**src/rtl/alu_issue_stage_pkg.sv**
```systemverilog
// Shared ALU definitions: opcode, funct3 and funct7 constants plus the
// decoded issue-entry layout and FIFO occupancy states.
package alu_issue_stage_pkg;

  localparam logic [6:0] OPC_OP     = 7'b0110011;
  localparam logic [6:0] OPC_OP_IMM = 7'b0010011;
  localparam logic [6:0] OPC_LUI    = 7'b0110111;

  localparam logic [2:0] F3_ADD_SUB = 3'b000;
  localparam logic [2:0] F3_SLL     = 3'b001;
  localparam logic [2:0] F3_SLT     = 3'b010;
  localparam logic [2:0] F3_SLTU    = 3'b011;
  localparam logic [2:0] F3_XOR     = 3'b100;
  localparam logic [2:0] F3_SRL_SRA = 3'b101;
  localparam logic [2:0] F3_OR      = 3'b110;
  localparam logic [2:0] F3_AND     = 3'b111;

  localparam logic [6:0] F7_BASE = 7'b0000000;
  localparam logic [6:0] F7_ALT  = 7'b0100000;

  typedef enum logic [1:0] {EMPTY, ONE, TWO} fifo_state_t;

  typedef struct packed {
    logic [4:0]  rs1_idx;
    logic [4:0]  rs2_idx;
    logic [4:0]  rd_idx;
    logic [31:0] imm;
    logic        use_imm;
    logic [2:0]  op;
    logic        mod;
    logic        operand_2_neg;
    logic        rd_we;
    logic        illegal;
  } issue_entry_t;

  // Only ADD/SUB and SRL/SRA accept the alternate funct7 encoding.
  function automatic logic is_alt_funct3(input logic [2:0] f3);
    return (f3 == F3_ADD_SUB) || (f3 == F3_SRL_SRA);
  endfunction

endpackage

```
**src/rtl/alu_issue_stage_ctrl_decode.sv**
```systemverilog
// Combinational decode of one fetched instruction into an issue entry.
module alu_ctrl_decode
  import alu_issue_stage_pkg::*;
(
  input  logic [31:0]  instr,
  output issue_entry_t entry
);

  logic [6:0] opcode;
  logic [2:0] funct3;
  logic [6:0] funct7;
  logic       legal;

  assign opcode = instr[6:0];
  assign funct3 = instr[14:12];
  assign funct7 = instr[31:25];

  always_comb begin
    entry         = '0;
    legal         = 1'b0;
    entry.rd_idx  = instr[11:7];
    entry.rs1_idx = instr[19:15];
    entry.rs2_idx = instr[24:20];
    case (opcode)
      OPC_OP: begin
        legal               = (funct7 == F7_BASE) ||
                              ((funct7 == F7_ALT) && is_alt_funct3(funct3));
        entry.op            = funct3;
        entry.operand_2_neg = (funct3 == F3_ADD_SUB) && instr[30];
        entry.mod           = (funct3 == F3_SRL_SRA) && instr[30];
      end
      OPC_OP_IMM: begin
        entry.use_imm = 1'b1;
        entry.rs2_idx = '0;
        entry.op      = funct3;
        if (funct3 == F3_SLL) begin
          legal     = (funct7 == F7_BASE);
          entry.imm = {27'd0, instr[24:20]};
        end else if (funct3 == F3_SRL_SRA) begin
          legal     = (funct7 == F7_BASE) || (funct7 == F7_ALT);
          entry.imm = {27'd0, instr[24:20]};
          entry.mod = instr[30];
        end else begin
          legal     = 1'b1;
          entry.imm = {{20{instr[31]}}, instr[31:20]};
        end
      end
      OPC_LUI: begin
        legal         = 1'b1;
        entry.use_imm = 1'b1;
        entry.rs1_idx = '0;
        entry.rs2_idx = '0;
        entry.imm     = {instr[31:12], 12'd0};
      end
      default: legal = 1'b0;
    endcase

    // Illegal entries still issue, but with every ALU control neutralised.
    if (!legal) begin
      entry.op            = F3_ADD_SUB;
      entry.mod           = 1'b0;
      entry.operand_2_neg = 1'b0;
      entry.use_imm       = 1'b0;
      entry.imm           = '0;
      entry.rd_we         = 1'b0;
    end else begin
      entry.rd_we = (entry.rd_idx != 5'd0);
    end
    entry.illegal = !legal;
  end

endmodule

```
**src/rtl/alu_issue_stage.sv**
```systemverilog
// ALU issue stage: decodes fetched instructions and buffers them in a
// 2-entry registered FIFO toward the ALU operand-fetch stage.
module alu_issue_stage
  import alu_issue_stage_pkg::*;
(
  input  logic        clk,
  input  logic        rst_n,
  input  logic        flush,
  input  logic        in_valid,
  output logic        in_ready,
  input  logic [31:0] instr,
  output logic        out_valid,
  input  logic        out_ready,
  output logic [4:0]  rs1_idx,
  output logic [4:0]  rs2_idx,
  output logic [4:0]  rd_idx,
  output logic [31:0] imm,
  output logic        use_imm,
  output logic [2:0]  op,
  output logic        mod,
  output logic        operand_2_neg,
  output logic        rd_we,
  output logic        illegal
);

  fifo_state_t  state;
  issue_entry_t dec_entry;
  issue_entry_t head;
  issue_entry_t tail;
  logic         push;
  logic         pop;

  alu_ctrl_decode u_decode (
    .instr (instr),
    .entry (dec_entry)
  );

  assign push      = in_valid && in_ready;
  assign pop       = out_valid && out_ready;
  assign out_valid = (state != EMPTY);

  // Occupancy FSM; head always holds the oldest entry, tail the younger one.
  always_ff @(posedge clk) begin
    if (!rst_n) begin
      state    <= EMPTY;
      in_ready <= 1'b0;
      head     <= '0;
      tail     <= '0;
    end else if (flush) begin
      state    <= EMPTY;
      in_ready <= 1'b1;
    end else begin
      in_ready <= 1'b1;
      case (state)
        EMPTY: begin
          if (push) begin
            state <= ONE;
            head  <= dec_entry;
          end
        end
        ONE: begin
          if (push && pop) begin
            head <= dec_entry;
          end else if (push) begin
            state    <= TWO;
            tail     <= dec_entry;
            in_ready <= 1'b0;
          end else if (pop) begin
            state <= EMPTY;
          end
        end
        TWO: begin
          if (pop) begin
            state <= ONE;
            head  <= tail;
          end else begin
            in_ready <= 1'b0;
          end
        end
        default: state <= EMPTY;
      endcase
    end
  end

  assign rs1_idx       = head.rs1_idx;
  assign rs2_idx       = head.rs2_idx;
  assign rd_idx        = head.rd_idx;
  assign imm           = head.imm;
  assign use_imm       = head.use_imm;
  assign op            = head.op;
  assign mod           = head.mod;
  assign operand_2_neg = head.operand_2_neg;
  assign rd_we         = head.rd_we;
  assign illegal       = head.illegal;

endmodule

```
**config.mk**
```make
export PLATFORM = sky130hd
export DESIGN_NAME = alu_issue_stage
export DESIGN_NICKNAME = d
export VERILOG_FILES = /design/src/rtl/alu_issue_stage_pkg.sv /design/src/rtl/alu_issue_stage_ctrl_decode.sv /design/src/rtl/alu_issue_stage.sv
export SDC_FILE = /design/constraint.sdc
export NUM_CORES = 1
export LEC_CHECK = 0
export ABC_CLOCK_PERIOD_IN_PS = 1900
export CORE_MARGIN = 3
export CORE_UTILIZATION = 40
export CTS_BUF_LIST = sky130_fd_sc_hd__clkbuf_8
export CTS_CLUSTER_DIAMETER = 150
export DETAILED_ROUTE_END_ITERATION = 8
export GPL_ROUTABILITY_DRIVEN = 0
export GPL_TIMING_DRIVEN = 0
export PLACE_DENSITY = 0.66
export SYNTH_ARGS = -nofsm -noshare
export SYNTH_HDL_FRONTEND = slang
export SYNTH_SLANG_ARGS = --single-unit
```
**constraint.sdc**
```tcl
create_clock -name clk -period 1.9 [get_ports clk]
set_input_delay 0.475 -clock clk [delete_from_list [all_inputs] [get_ports clk]]
set_output_delay 0.475 -clock clk [all_outputs]
set_load 0.02 [all_outputs]
```
==> reports/metrics.cfg, run 1 <==
[floorplanning]
die_area_mm2=0.01377
io_pins=94
die_h_um=117.3
fp-row-count=40
die_x_um=117.3
coreArea_mm2=0.01206
start_util_pct=41.10

[worst_setup_path]
cpMaxStageDelayCell=dfxtp_2
required_ns=2.25
cp.arrival_ns=2.45
cp_num_cells=10
cp-end-kind=flip-flop
crit_path_cell_trace=inv_4 -> ha_4 -> or2_4 -> a311oi_4 -> and2_4 -> buf_12 -> buf_12 -> buf_6 -> nor2_2 -> a211oi_2
ff2ff_path_depth=10
cpLargestDelayFamily=compound AO/OA/AOI/OAI gates
cp_max_fo=5
critPathKind=flip-flop to flip-flop
path_common_cell=buf_12
critPathBufInv=4
max_stage_delay_ns=0.36
worst_setup_path_start_kind=flip-flop

[clocking]
clk_pin_slew_ns=0.08
cts_buffers=17
insertion_delay_ns=0.44
root_buffer=clkbuf_8
cts_htree_levels=4
cts_tree=built
ctsHoldBuffers=0
cts.path.max_buffers=2
clock-sinks=113

[route]
drc=0
drt-total-wl_mm=17.86
routed_via_density=5.849
dr_total_vias=5445
routedWlPerCell_um=19.19
first_iter_violations=398
drt-pass1-iter-count=6
ant_nets=0

[final_layout]
drive_above_1_share_pct=25.29
area_delta_synth_final_pct=56.49
fillers=961
diodes=0
fin_util_pct=64.32
final_nets=791
multi_input_area_mm2=0.003178
regArea_mm2=0.002267

[logic_synthesis]
yosys.area.top_type=dfxtp_1
syn_nets=655
synthXorXnorAreaFrac_pct=0.1767
syn_area_mm2=0.004957
syn_avg_cell_area_um2=8.074
synth_edf_count=0
ys_seq_elements=113
synth_top_area_share_pct=45.63
synthMuxAreaShare_pct=1.413
synthTopCellsByCount=dfxtp_1, nand2_1, nor2_1
synth_top_family_by_area=compound AO/OA/AOI/OAI gates
synth-compound-area-share_pct=25.59
synthAdderAreaFrac_pct=1.010
synth.most_common_cell=dfxtp_1
synth.distinct_cells=53
synth_area_leaders=dfxtp_1, nand2_1, a221oi_1
ys.flop_type=dfxtp_1
synth-simple-area-share_pct=21.15
syn_inst=614
async_flop_share_pct=0
ys_seq_area_share_pct=45.63
yosysWarnings=0

[job]
cap_violations=0

[global_routing]
grt_pass1_vias=5230
grt_overflow=0
grt_pass1_wl_mm=27.48
grt_max_degree=17
grtUsageTotal_pct=24.80
antenna_found_initial=0

[pwr]
power_leakage_nw=3.133
p_seq_share_pct=41.6
pwr-share-clk_pct=41.6
powerDensity_mw_per_mm2=778.0
swShare_pct=27.52
intPower_w=0.004375
vdd_ir_drop_max_mv=0.4148
netSwitchingPower_w=0.001661
p_comb_share_pct=16.7

[sta]
setup_slack_ns=-0.1938
period_share_pct=110.2
final_max_slew_viol_count=0
hold_viol_final=0
fin_crit_ns=2.094
fmax_mhz=477.6
fin_skew_ns=0.01572
setup_viol=69
rsz0062_at_grt=true
maxSlewHeadroom_pct=51.66
worst_pin_slew_ns=0.7251
finalSetupTns_ns=-9.039

[run_status]
failed_checks=negative setup slack
status=finished with violations

[min_path]
holdPathStages=3
min_path_type=input pin to flip-flop

[placed_design]
dp.final_hpwl_mm=11.60
portBuffers=89

==> cell type report <==
cell class | instances | share of cell area, %
multi-input cells | 443 | 40.97
flip-flops and latches | 113 | 29.23
repair buffers | 120 | 16.56
plain buffers | 50 | 4.581
clock buffers | 18 | 3.194
well taps | 168 | 2.710
clock inverters | 14 | 2.452
inverters | 5 | 0.3065
==> cells in the final DEF, fill, tap and decap left out, types with 4 or more instances in the layout <==
| cell type | count |
|---|---|
| dfxtp_1 | 111 |
| nand2_1 | 93 |
| nor2_1 | 58 |
| clkdlybuf4s50_1 | 58 |
| a21oi_1 | 52 |
| o21ai_0 | 48 |
| nand3_1 | 25 |
| a221oi_2 | 22 |
| clkbuf_1 | 19 |
| buf_4 | 19 |
| clkbuf_8 | 18 |
| a221oi_4 | 17 |
| dlymetal6s2s_1 | 16 |
| dlygate4sd2_1 | 14 |
| buf_12 | 11 |
| clkbuf_2 | 10 |
| o21ai_2 | 9 |
| nor3_1 | 8 |
| nor2_2 | 8 |
| o21ai_1 | 8 |
| mux2i_1 | 7 |
| a211oi_2 | 7 |
| a22oi_1 | 6 |
| buf_6 | 6 |
| inv_1 | 5 |
| buf_2 | 5 |
| clkbuf_4 | 5 |
| buf_8 | 4 |
| a21oi_2 | 4 |
| a211oi_1 | 4 |
| bufinv_16 | 4 |
==> sequential cells by signal, summed over array words and instances (netlist names) <==
| name | cells |
|---|---|
| rs1_idx | 5 |
| mod | 1 |
| rd_idx | 5 |
| state | 2 |
| rs2_idx | 5 |
| tail | 55 |
| operand_2_neg | 1 |
| use_imm | 1 |
| illegal | 1 |
| op | 3 |
| in_ready | 1 |
| rd_we | 1 |
| imm | 32 |
==> power by group through the flow <==
| stage | Combinational [W] | Clock (W) | Sequential [W] |
|---|---|---|---|
| after floorplan | 0.000279 | 0 | 0.00265 |
| after detailed placement | 0.000749 | 0 | 0.00256 |
| after global placement | 0.000743 | 0 | 0.00256 |
| final | 0.00101 | 0.00251 | 0.00251 |
| after global routing | 0.00107 | 0.00263 | 0.00252 |
| after CTS | 0.000941 | 0.00253 | 0.00251 |
==> per-layer routing <==
layer / share of wire, % / track usage (%) / routed length (um)
met1: 41 / 31.63 / 7355
met2: 47 / 39.96 / 8389
met3: 9.2 / 6.557 / 1643
met4: 2.7 / 10.19 / 475
met5: 0 / 0 / 0
==> path summary, 6_finish.rpt <==
check / to / slack [ns] / from
min: tail[4] / 0.39 / instr[12]
max reg2reg: rd_idx[0] / -0.19 / state[1]
max: rd_idx[0] / -0.19 / state[1]
min reg2reg: tail[42] / 0.46 / tail[42]
==> logic make-up (layout without fill, tap and decap cells) <==
group,count (synthesis),count (layout)
xor+xnor,1,1
simple gates,233,234
fa+ha+maj,4,4
mux,7,7
flops,113,113
buf+inv,59,207
compound gates,197,197
==> tightest hold or removal path, stage by stage <==
cell and delay, ns:
buf_2 0.16, nand3_1 0.08, a21oi_1 0.06
==> stage by stage <==
| step | cells | hold WS (ns) | power [W] | worst slack (ns) | cell area, um^2 |
|---|---|---|---|---|---|
| 3_5_place_dp | 871 | 0.4450 | 0.003308 | -0.7837 | 6070 |
| 3_3_place_gp | 871 | 0.4387 | 0.003300 | -0.7558 | 6070 |
| 6_report | 931 | 0.3904 | 0.006036 | -0.1938 | 7757 |
| 4_1_cts | 929 | 0.3769 | 0.005986 | -0.1309 | 7452 |
| 2_1_floorplan | 614 | 0.4320 | 0.002933 | 0.01742 | 4969 |
| 5_1_grt | 931 | 0.3856 | 0.006216 | -0.2812 | 7757 |
==> timing repair <==
action,4_1_cts,5_1_grt
cloned,4,1
pin swaps,22,23
setup buffers,24,5
resized for setup,172,69
setup endpoints to repair,118,124
Power figures use the tool's default switching activity.
==> run 2, diff against run 1 <==
--- a/config.mk
+++ b/config.mk
@@ -13,6 +13,7 @@
 export DETAILED_ROUTE_END_ITERATION = 8
 export GPL_ROUTABILITY_DRIVEN = 0
 export GPL_TIMING_DRIVEN = 0
+export MAX_ROUTING_LAYER = met4
 export PLACE_DENSITY = 0.66
 export SYNTH_ARGS = -nofsm -noshare
 export SYNTH_HDL_FRONTEND = slang
==> reports/metrics.cfg, run 2 (synthesis results as in run 1) <==
[floorplanning]
io_pins=94
fp-row-count=40
die_h_um=117.3
coreArea_mm2=0.01206
die_x_um=117.3
start_util_pct=41.10
die_area_mm2=0.01377

[clocking]
cts_buffers=17
clk_pin_slew_ns=0.08
cts_htree_levels=4
cts_tree=built
root_buffer=clkbuf_8
insertion_delay_ns=0.44
cts.path.max_buffers=2
clock-sinks=113

[route]
top_layer_used=met4
drt-total-wl_mm=17.92
routedWlPerCell_um=19.24
dr_total_vias=5437
first_iter_violations=413
wl_met2_mm=8.338
dr_wl_met3_mm=1.476
ant_nets=0
drt-pass1-iter-count=6
routed_via_density=5.840
drc=0
wl_met1_mm=7.512

[sta]
maxSlewHeadroom_pct=54.51
hold_slack_ns=0.3914
fin_skew_ns=0.01609
fin_crit_ns=2.099
setup_slack_ns=-0.1992
hold_viol_final=0
setup_viol=68
worst_pin_slew_ns=0.6823
fmax_mhz=476.4
final_max_slew_viol_count=0
rsz0062_at_grt=true
period_share_pct=110.5

[placed_design]
dp.final_hpwl_mm=11.60
dp.cells=871
portBuffers=89

[final_layout]
largest-register=tail
drive_above_1_share_pct=25.03
diodes=0
final_cell_mix=dfxtp_1, nand2_1, nor2_1
area_delta_synth_final_pct=56.79
fin_util_pct=64.44
fin_cells=931
fillers=957
final_nets=791
final_common_cell=dfxtp_1
largest_reg_flops=55

[pwr]
powerDensity_mw_per_mm2=777.0
power_leakage_nw=3.266
vdd_ir_drop_max_mv=0.4184

[global_routing]
grt_pass1_wl_mm=27.47
grtUsageTotal_pct=25.58
grt_overflow=0
grt_max_degree=17
antenna_found_initial=0
grt_pass1_vias=5256

[worst_setup_path]
cp.arrival_ns=2.43
cpMaxStageDelayCell=clkdlybuf4s50_1
path_common_cell=nor2_1
cpLargestDelayFamily=buffers and inverters
crit_path_cell_trace=clkdlybuf4s50_1 -> nor2_1 -> nand3_1 -> clkbuf_1 -> nand2_1 -> a221oi_4 -> nor2_1
cp-end-kind=flip-flop
ff2ff_path_depth=9
critPathBufInv=2
cp_max_fo=10
worst_setup_path_start_kind=input pin
cp_num_cells=7
max_stage_delay_ns=0.57
critPathKind=input pin to flip-flop
required_ns=2.23

[min_path]
min_path_type=input pin to flip-flop
holdPathStages=3

[job]
cap_violations=0

[run_status]
failed_checks=negative setup slack
status=finished with violations

[run 2: cell types whose count changed in the layout (fill, tap and decap cells not counted)]
cell             change
nor2_2               -1
buf_2                -1
nand3_1              +1
dlymetal6s2s_1       +8
clkbuf_4             +1
nand3_2              -1
nor2_1               +1
clkdlybuf4s50_1      -8
[run 2: area by class of cell]
cell class | count | area (um^2) | area share (%)
multi-input combinational | 443 | 3171 | 40.79
sequential | 113 | 2267 | 29.17
timing repair buffer | 120 | 1305 | 16.79
buffer | 50 | 357.8 | 4.604
clock buffer | 18 | 247.7 | 3.187
tap | 168 | 210.2 | 2.704
clock inverter | 14 | 190.2 | 2.447
inverter | 5 | 23.77 | 0.3059
[run 2: metal layers]
metal,GRT usage (%),vias to the layer above
met1,31.84,2624
met4,9.677,0
met5,-,-
met3,6.798,51
met2,40.03,274
li1,-,2488
[run 2: final timing paths]
check	startpoint	endpoint	slack [ns]
setup / recovery	instr[2]	imm[26]	-0.20
hold / removal	instr[12]	tail[4]	0.39
setup reg to reg	state[1]	rs1_idx[2]	-0.19
hold reg to reg	tail[42]	tail[42]	0.46
[run 2: metrics by stage]
step	power, W	setup TNS (ns)	area [um^2]	worst slack (ns)
floorplan	0.002933	0	4969	0.01742
detailed placement	0.003308	-72.98	6070	-0.7837
global route	0.006216	-15.02	7772	-0.2769
global placement	0.003300	-70.35	6070	-0.7558
CTS	0.005986	-4.876	7452	-0.1309
finish	0.006039	-8.226	7772	-0.1992
[run 2: where the power goes]
| part | total, W | switching [W] | internal, W |
|---|---|---|---|
| registers | 0.00251 | 0.0000550 | 0.00246 |
| logic | 0.00100 | 0.000550 | 0.000453 |
| clock network | 0.00252 | 0.00106 | 0.00146 |
| total | 0.00604 | 0.00167 | 0.00437 |
[run 2: worst register-to-register path: stages (launching register included)]
cell and delay, ns:
dfxtp_2 0.36, inv_4 0.05, ha_4 0.16, or2_4 0.25, a311oi_4 0.35, buf_6 0.19, nand2_8 0.12, buf_16 0.19
a221oi_4 0.21, nor2_1 0.08
[run 2: what timing repair did]
| action | CTS | global route |
|---|---|---|
| gates cloned | 4 | 1 |
| pin swaps | 22 | 24 |
| setup endpoints to repair | 118 | 132 |
| hold buffers | 0 | 0 |
| gates resized for setup | 172 | 76 |
| buffers inserted | 24 | 5 |
